[src/rtl/simon_button_conditioner.sv]
// Input stage for the Simon Says game: synchronizes and debounces four push-buttons,
// then turns each clean single-button press into one valid/ready event.
module simon_button_conditioner #(
  parameter int DEBOUNCE_TICKS = 50000,
  parameter int CNT_W          = 16
) (
  input  logic       clk,
  input  logic       reset,
  input  logic       tick,
  input  logic [3:0] button,
  input  logic       clear,
  input  logic       press_ready,
  output logic       press_valid,
  output logic [1:0] press_code,
  output logic [3:0] press_onehot,
  output logic [3:0] held,
  output logic       chord_err,
  output logic       overrun
);

  localparam logic [CNT_W-1:0] CNT_LAST = CNT_W'(DEBOUNCE_TICKS - 1);

  logic [3:0]       sync_a;
  logic [3:0]       sync_b;
  logic [3:0]       held_d;
  logic [CNT_W-1:0] cnt [4];

  logic [3:0] rise;
  logic [1:0] rise_code;
  logic       good;
  logic       chord;
  logic       load;
  logic       drop;

  always_ff @(posedge clk or posedge reset) begin
    if (reset) begin
      sync_a <= '0;
      sync_b <= '0;
    end else begin
      sync_a <= button;
      sync_b <= sync_a;
    end
  end

  // A counter only survives while its input disagrees with the stable level;
  // any agreeing cycle, ticked or not, restarts the qualification.
  always_ff @(posedge clk or posedge reset) begin
    if (reset) begin
      held   <= '0;
      held_d <= '0;
      for (int i = 0; i < 4; i++) cnt[i] <= '0;
    end else begin
      held_d <= held;
      for (int i = 0; i < 4; i++) begin
        if (sync_b[i] == held[i]) begin
          cnt[i] <= '0;
        end else if (tick) begin
          if (cnt[i] == CNT_LAST) begin
            held[i] <= ~held[i];
            cnt[i]  <= '0;
          end else begin
            cnt[i] <= cnt[i] + 1'b1;
          end
        end
      end
    end
  end

  always_comb begin
    rise      = held & ~held_d;
    rise_code = 2'd0;
    for (int i = 0; i < 4; i++) begin
      if (rise[i]) rise_code = 2'(i);
    end
    // A press is good only if it is the sole button down after the rise.
    good  = (rise != 4'd0) && ((rise & (rise - 4'd1)) == 4'd0) && ((held & ~rise) == 4'd0);
    chord = (rise != 4'd0) && !good;
    load  = good && (!press_valid || press_ready);
    drop  = good && press_valid && !press_ready;
  end

  // clear takes priority over both a new load and an overrun set.
  always_ff @(posedge clk or posedge reset) begin
    if (reset) begin
      press_valid <= 1'b0;
      press_code  <= 2'd0;
      chord_err   <= 1'b0;
      overrun     <= 1'b0;
    end else begin
      chord_err <= chord;
      if (clear) begin
        press_valid <= 1'b0;
        overrun     <= 1'b0;
      end else begin
        if (load) begin
          press_valid <= 1'b1;
          press_code  <= rise_code;
        end else if (press_valid && press_ready) begin
          press_valid <= 1'b0;
        end
        if (drop) overrun <= 1'b1;
      end
    end
  end

  assign press_onehot = press_valid ? (4'b0001 << press_code) : 4'b0000;

endmodule

[config.mk]
export PLATFORM = sky130hd
export DESIGN_NAME = simon_button_conditioner
export DESIGN_NICKNAME = d
export VERILOG_FILES = /design/src/rtl/simon_button_conditioner.sv
export SDC_FILE = /design/constraint.sdc
export NUM_CORES = 1
export LEC_CHECK = 0
export ABC_CLOCK_PERIOD_IN_PS = 3300
export CAP_MARGIN = 20
export CORE_ASPECT_RATIO = 1.25
export CORE_UTILIZATION = 25
export CTS_CLUSTER_DIAMETER = 30
export CTS_CLUSTER_SIZE = 10
export DETAILED_ROUTE_END_ITERATION = 8
export PLACE_DENSITY = 0.51
export SLEW_MARGIN = 5
export SYNTH_ARGS = -nofsm -noshare
export SYNTH_HDL_FRONTEND = slang
export SYNTH_SLANG_ARGS = --single-unit
[constraint.sdc]
create_clock -name clk -period 3.3 [get_ports clk]
set_clock_uncertainty 0.15 [all_clocks]
set_input_delay 0.66 -clock clk [delete_from_list [all_inputs] [get_ports clk]]
set_output_delay 0.66 -clock clk [all_outputs]
set_load 0.01 [all_outputs]
Word level (Yosys, flattened, before mapping) --
Index checks and enable logic that the tools add are counted.
Storage, ports and cells: input bits 9, output and inout bits 13, logic and storage cells 89, flip-flop bits (word level) 85
Cells by class: reduce and logical (&&, ||, !) cells 25, add/subtract/negate cells 5, equal/unequal tests 8, shift operators 1, muxes and demuxes 21, bitwise gates (word level) 14
Operator list (count):
- two-way mux 16 bit | 12
- adder 16 x 1 -> 16 bit, second input constant | 4
- == test 16 bit, second input constant | 4
- bitwise AND 4 bit | 3
- AND reduction 3 bit | 4
- nonzero test 2 bit | 5
- inverter 1 bit | 9
- zero test 4 bit | 2
- inverter 4 bit | 2
- logical AND 1 bit | 7
- two-way mux 1 bit | 6
- == test 1 bit | 4
- two-way mux 2 bit | 2
- two-way mux 4 bit | 1
- nonzero test 4 bit | 1
- << shifter 1 x 2 -> 4 bit, first input constant | 1
- subtractor 4 x 1 -> 4 bit, second input constant | 1
- zero test 1 bit | 3
- nonzero test 3 bit | 1
- AND reduction 2 bit | 1
- logical OR 1 bit | 1

Logic depth before layout (Yosys ltp) --
depth in word-level cells 11, gate-level depth with buffers 6, mapped depth without buffers 5

Worst setup path after synthesis --
OpenSTA, ideal clock, no wires.
path type reg-to-reg, start register cnt[20] (netlist name), end register held[2], required time 3022 ps, clock period less this slack 2164 ps, cell stages (with the launch flop) 5, arrival 1887 ps, path buffers 0, path slack 1136 ps, library setup time 128 ps, path through dfrtp_1 or4_1 or4_4 nor2_1 mux2_1
On the way: cells in the longest elaborated chain, start to end 2
Ends and longest elaborated chain:
- start: declaration | RTL line 26 | logic [CNT_W-1:0] cnt [4];
- start signal: indexed assignment | RTL line 62 | cnt[i] <= cnt[i] + 1'b1;
- == test 16 bit | RTL line 58 | if (cnt[i] == CNT_LAST) begin
- AND reduction 3 bit (no source line)
- end signal: indexed assignment | RTL line 59 | held[i] <= ~held[i];
- end: declaration | RTL line 16 | output logic [3:0] held,
No other way between the ends. A chain may end at the register's enable or synchronous reset.

Worst setup path after layout --
start input tick, end register cnt[10] (netlist name)
On the way: cells in the longest elaborated chain, start to end 1
Ends and longest elaborated chain:
- start: declaration | RTL line 9 | input logic tick,
- nonzero test 2 bit (no source line)
No other way between the ends.

==> results.md <==
- Status: completed
- Core footprint: between 15000 and 20000 sq um
- IO Pins: 22
- Clk sinks: 85
- ANT cells: 0
- Vias in the first global route: between 3000 and 4000
- Clock tree buffer depth: 2
- Ys Warns: 0
- Post-Layout Cell Count: 690
- Nets: 478
- F_max: 371 MHz
- Synth Area per Inst: 9.85 sq um
- PortBufs: 21
- Die Area: between 15000 and 20000 sq um
- Clk Tree Root Cell: clkbuf_16
- CTS tree: done
- Post-Layout Inst Area: 5110 sq um
- Final setup vio count: 0
- DR WL/cell: 14.3 um
- Cell Pwr Density: 431 nW/um^2
- Syn Inst Count: around 440
- Placer Congestion: about 0.76
- Hold Path Origin: sync_a[0]
- Drt pass-1 iters: 4
- Mapped cell area: between 4000 and 5000 sq um
- Min Hold Slack: about 0.2 ns
- Die width: 119 um
- Share of cells above drive strength 1: 0.0894
- Hold depth: 0
- Largest net degree at the start of global routing: between 60 and 70
- FF-to-FF setup slack: slightly below 1 ns
- Aggregate routed wire length: approximately 10000 um
- Worst Hold Class: flip-flop to flip-flop
- Hold Path End: sync_b[0]
- MaxCap Viol Count: 0
- Hold buffers post-CTS: 0
- Final worst slack: approximately 0.61 ns
- Final core occ: 0.304
- Top FF cell, synth: dfrtp_1
- RSZ-0062 raised after global routing: no
- Post-DP Area: approximately 4800 sq um
- Crit path launch type: input pin
- Worst vdd ir: ~0.24 mV
- Slew @ Worst Pin: 0.672 ns
- FF+latch count, synth: 85
- Arrival time at the worst endpoint: between 2 and 3 ns
- DRC viols: 0
- Layout area overhead: 18.7%
- Number of buffers created by CTS: 9
- Slew Viols, Final: 0
- H-tree depth: 3
- Total chip power: about 2.2 mW
- Share of flip-flops with an asynchronous set or reset: 1.00
- CP Class: input pin to flip-flop
- Leakage: between 2 and 2.5 nW
- Setup_tns: 0 ns
- Antenna violations before repair: 0
- Antenna viol nets, final: 0
- RR Endpoint: held[2]
- Postcts setup bufs: 0
- DR iter-0 viols: 254
- DR vias/cell: 5.07
- Cts repair resizes: 0
- DR vias: approximately 3500
- Clk_lat worst skew: roughly 0.35 ns
- R2R cell count: 4
- Final hold vios: 0
- Grt total ovfl: 0
- Global-route wire length before repair: 16900 um
- Crit end category: flip-flop
- Register area share after synthesis: 0.494
- Die Y: 149 um
- Netlist cell types: 54
- GRT Overall Usage: 0.118
- Initial Util: 0.256
- DP Wirelength: 6880 um
- CP Data Required Time: ~3.4 ns
- Clock slew at reported path FFs: ~0.060 ns
- R2R Path Start: cnt[20]
- Tmin final: ~2.7 ns
- Cell Rows: 53
- Fin crit share: 0.816
- Pre-CTS setup slack: ~0.30 ns
- Worst Path Max Fanout: 16
- Relative slew slack: 0.550
- Syn nets: between 400 and 500
- Placed insts: approximately 670
- Number of synthesized flops with an enable pin: 0
[final cells by class]
type | count | area, sq um
inverters | 20 | 76.3
flip-flops and latches | 85 | 2130
clock buffers | 11 | 243
multi-input cells | 318 | 2030
repair buffers | 31 | 298
fillers | 1781 | 11700
well taps | 220 | 275
clock inverters | 5 | 58.8
[power by group]
group,switching (mW),leakage [nW],internal (mW)
registers,0.0109,1.15,1.06
clock network,0.423,0.142,0.609
logic,0.0657,0.729,0.0371
total,0.500,2.02,1.70
[flip-flops by register name (all words and copies together) (netlist names)]
signal,flops
cnt,64
held,4
held_d,4
sync_a,4
sync_b,4
press_code,2
chord_err,1
overrun,1
press_valid,1
[synthesized netlist by cell type, drive strengths merged (3+ instances only)]
cell	instances	area, sq um
nor2b	4	25.0
or4b	3	30.0
or3	18	113
nor2	30	113
o31ai	7	52.6
or4	18	143
and4	7	62.6
nand3	19	95.1
o2111ai	9	78.8
o211ai	8	60.1
ha	4	50.1
o21ai	31	155
mux2	4	45.0
xor2	17	149
and2	5	31.3
xnor2	7	61.3
dfrtp	85	2130
nor3	3	15.0
o21bai	3	45.1
nand4	12	75.1
a21oi	31	155
clkbuf	8	30.0
nand2	25	93.8
nor4	3	18.8
buf	6	40.0
a31oi	12	75.1
and3	13	81.3
inv	20	75.1
[layout by cell type, fill, tap and decap left out, drive strengths merged, types with 7 or more instances in the layout]
master / n
dfrtp: 85
a21oi: 31
o21ai: 31
nor2: 30
nand2: 25
clkdlybuf4s50: 21
inv: 20
nand3: 19
or3: 18
or4: 18
xor2: 17
and3: 13
nand4: 12
a31oi: 12
clkbuf: 11
buf: 10
o2111ai: 9
o211ai: 8
xnor2: 7
o31ai: 7
and4: 7
[critical path: stages]
cell and delay, ns:
clkdlybuf4s50_1 0.90, inv_2 0.31, nor2_1 0.57, a31oi_1 0.15
o21ai_0 0.20
[worst max path at each step]
| stage | start | end | slack, ns | depth (start not counted) |
|---|---|---|---|---|
| after global placement | tick | cnt[7] | 0.32 | 5 |
| after CTS | tick | cnt[8] | 0.64 | 5 |
| after floorplan | reset | chord_err | 0.30 | 1 |
| after detailed placement | tick | cnt[10] | 0.30 | 5 |
| after global routing | tick | cnt[7] | 0.48 | 5 |
| final | tick | cnt[10] | 0.61 | 5 |
[per-layer routing]
layer | track usage | routed length [um]
met2 | 0.207 | 5110
met3 | 0.0336 | 290
met1 | 0.140 | 4320
met4 | 0.0350 | 112
met5 | 0 | 0
[logic make-up after synthesis]
kind of cell               count (synthesis)  share of synthesized area
AOI/OAI and AO/OA                        111                      0.165
xor gates and xnor gates                  24                     0.0488
adders and majority gates                  4                     0.0116
buffers and inverters                     34                     0.0337
DFF                                       85                      0.494
muxes                                      6                     0.0151
and+or+nand+nor                          173                      0.232
Note: power is estimated with default switching activity, not from simulation.
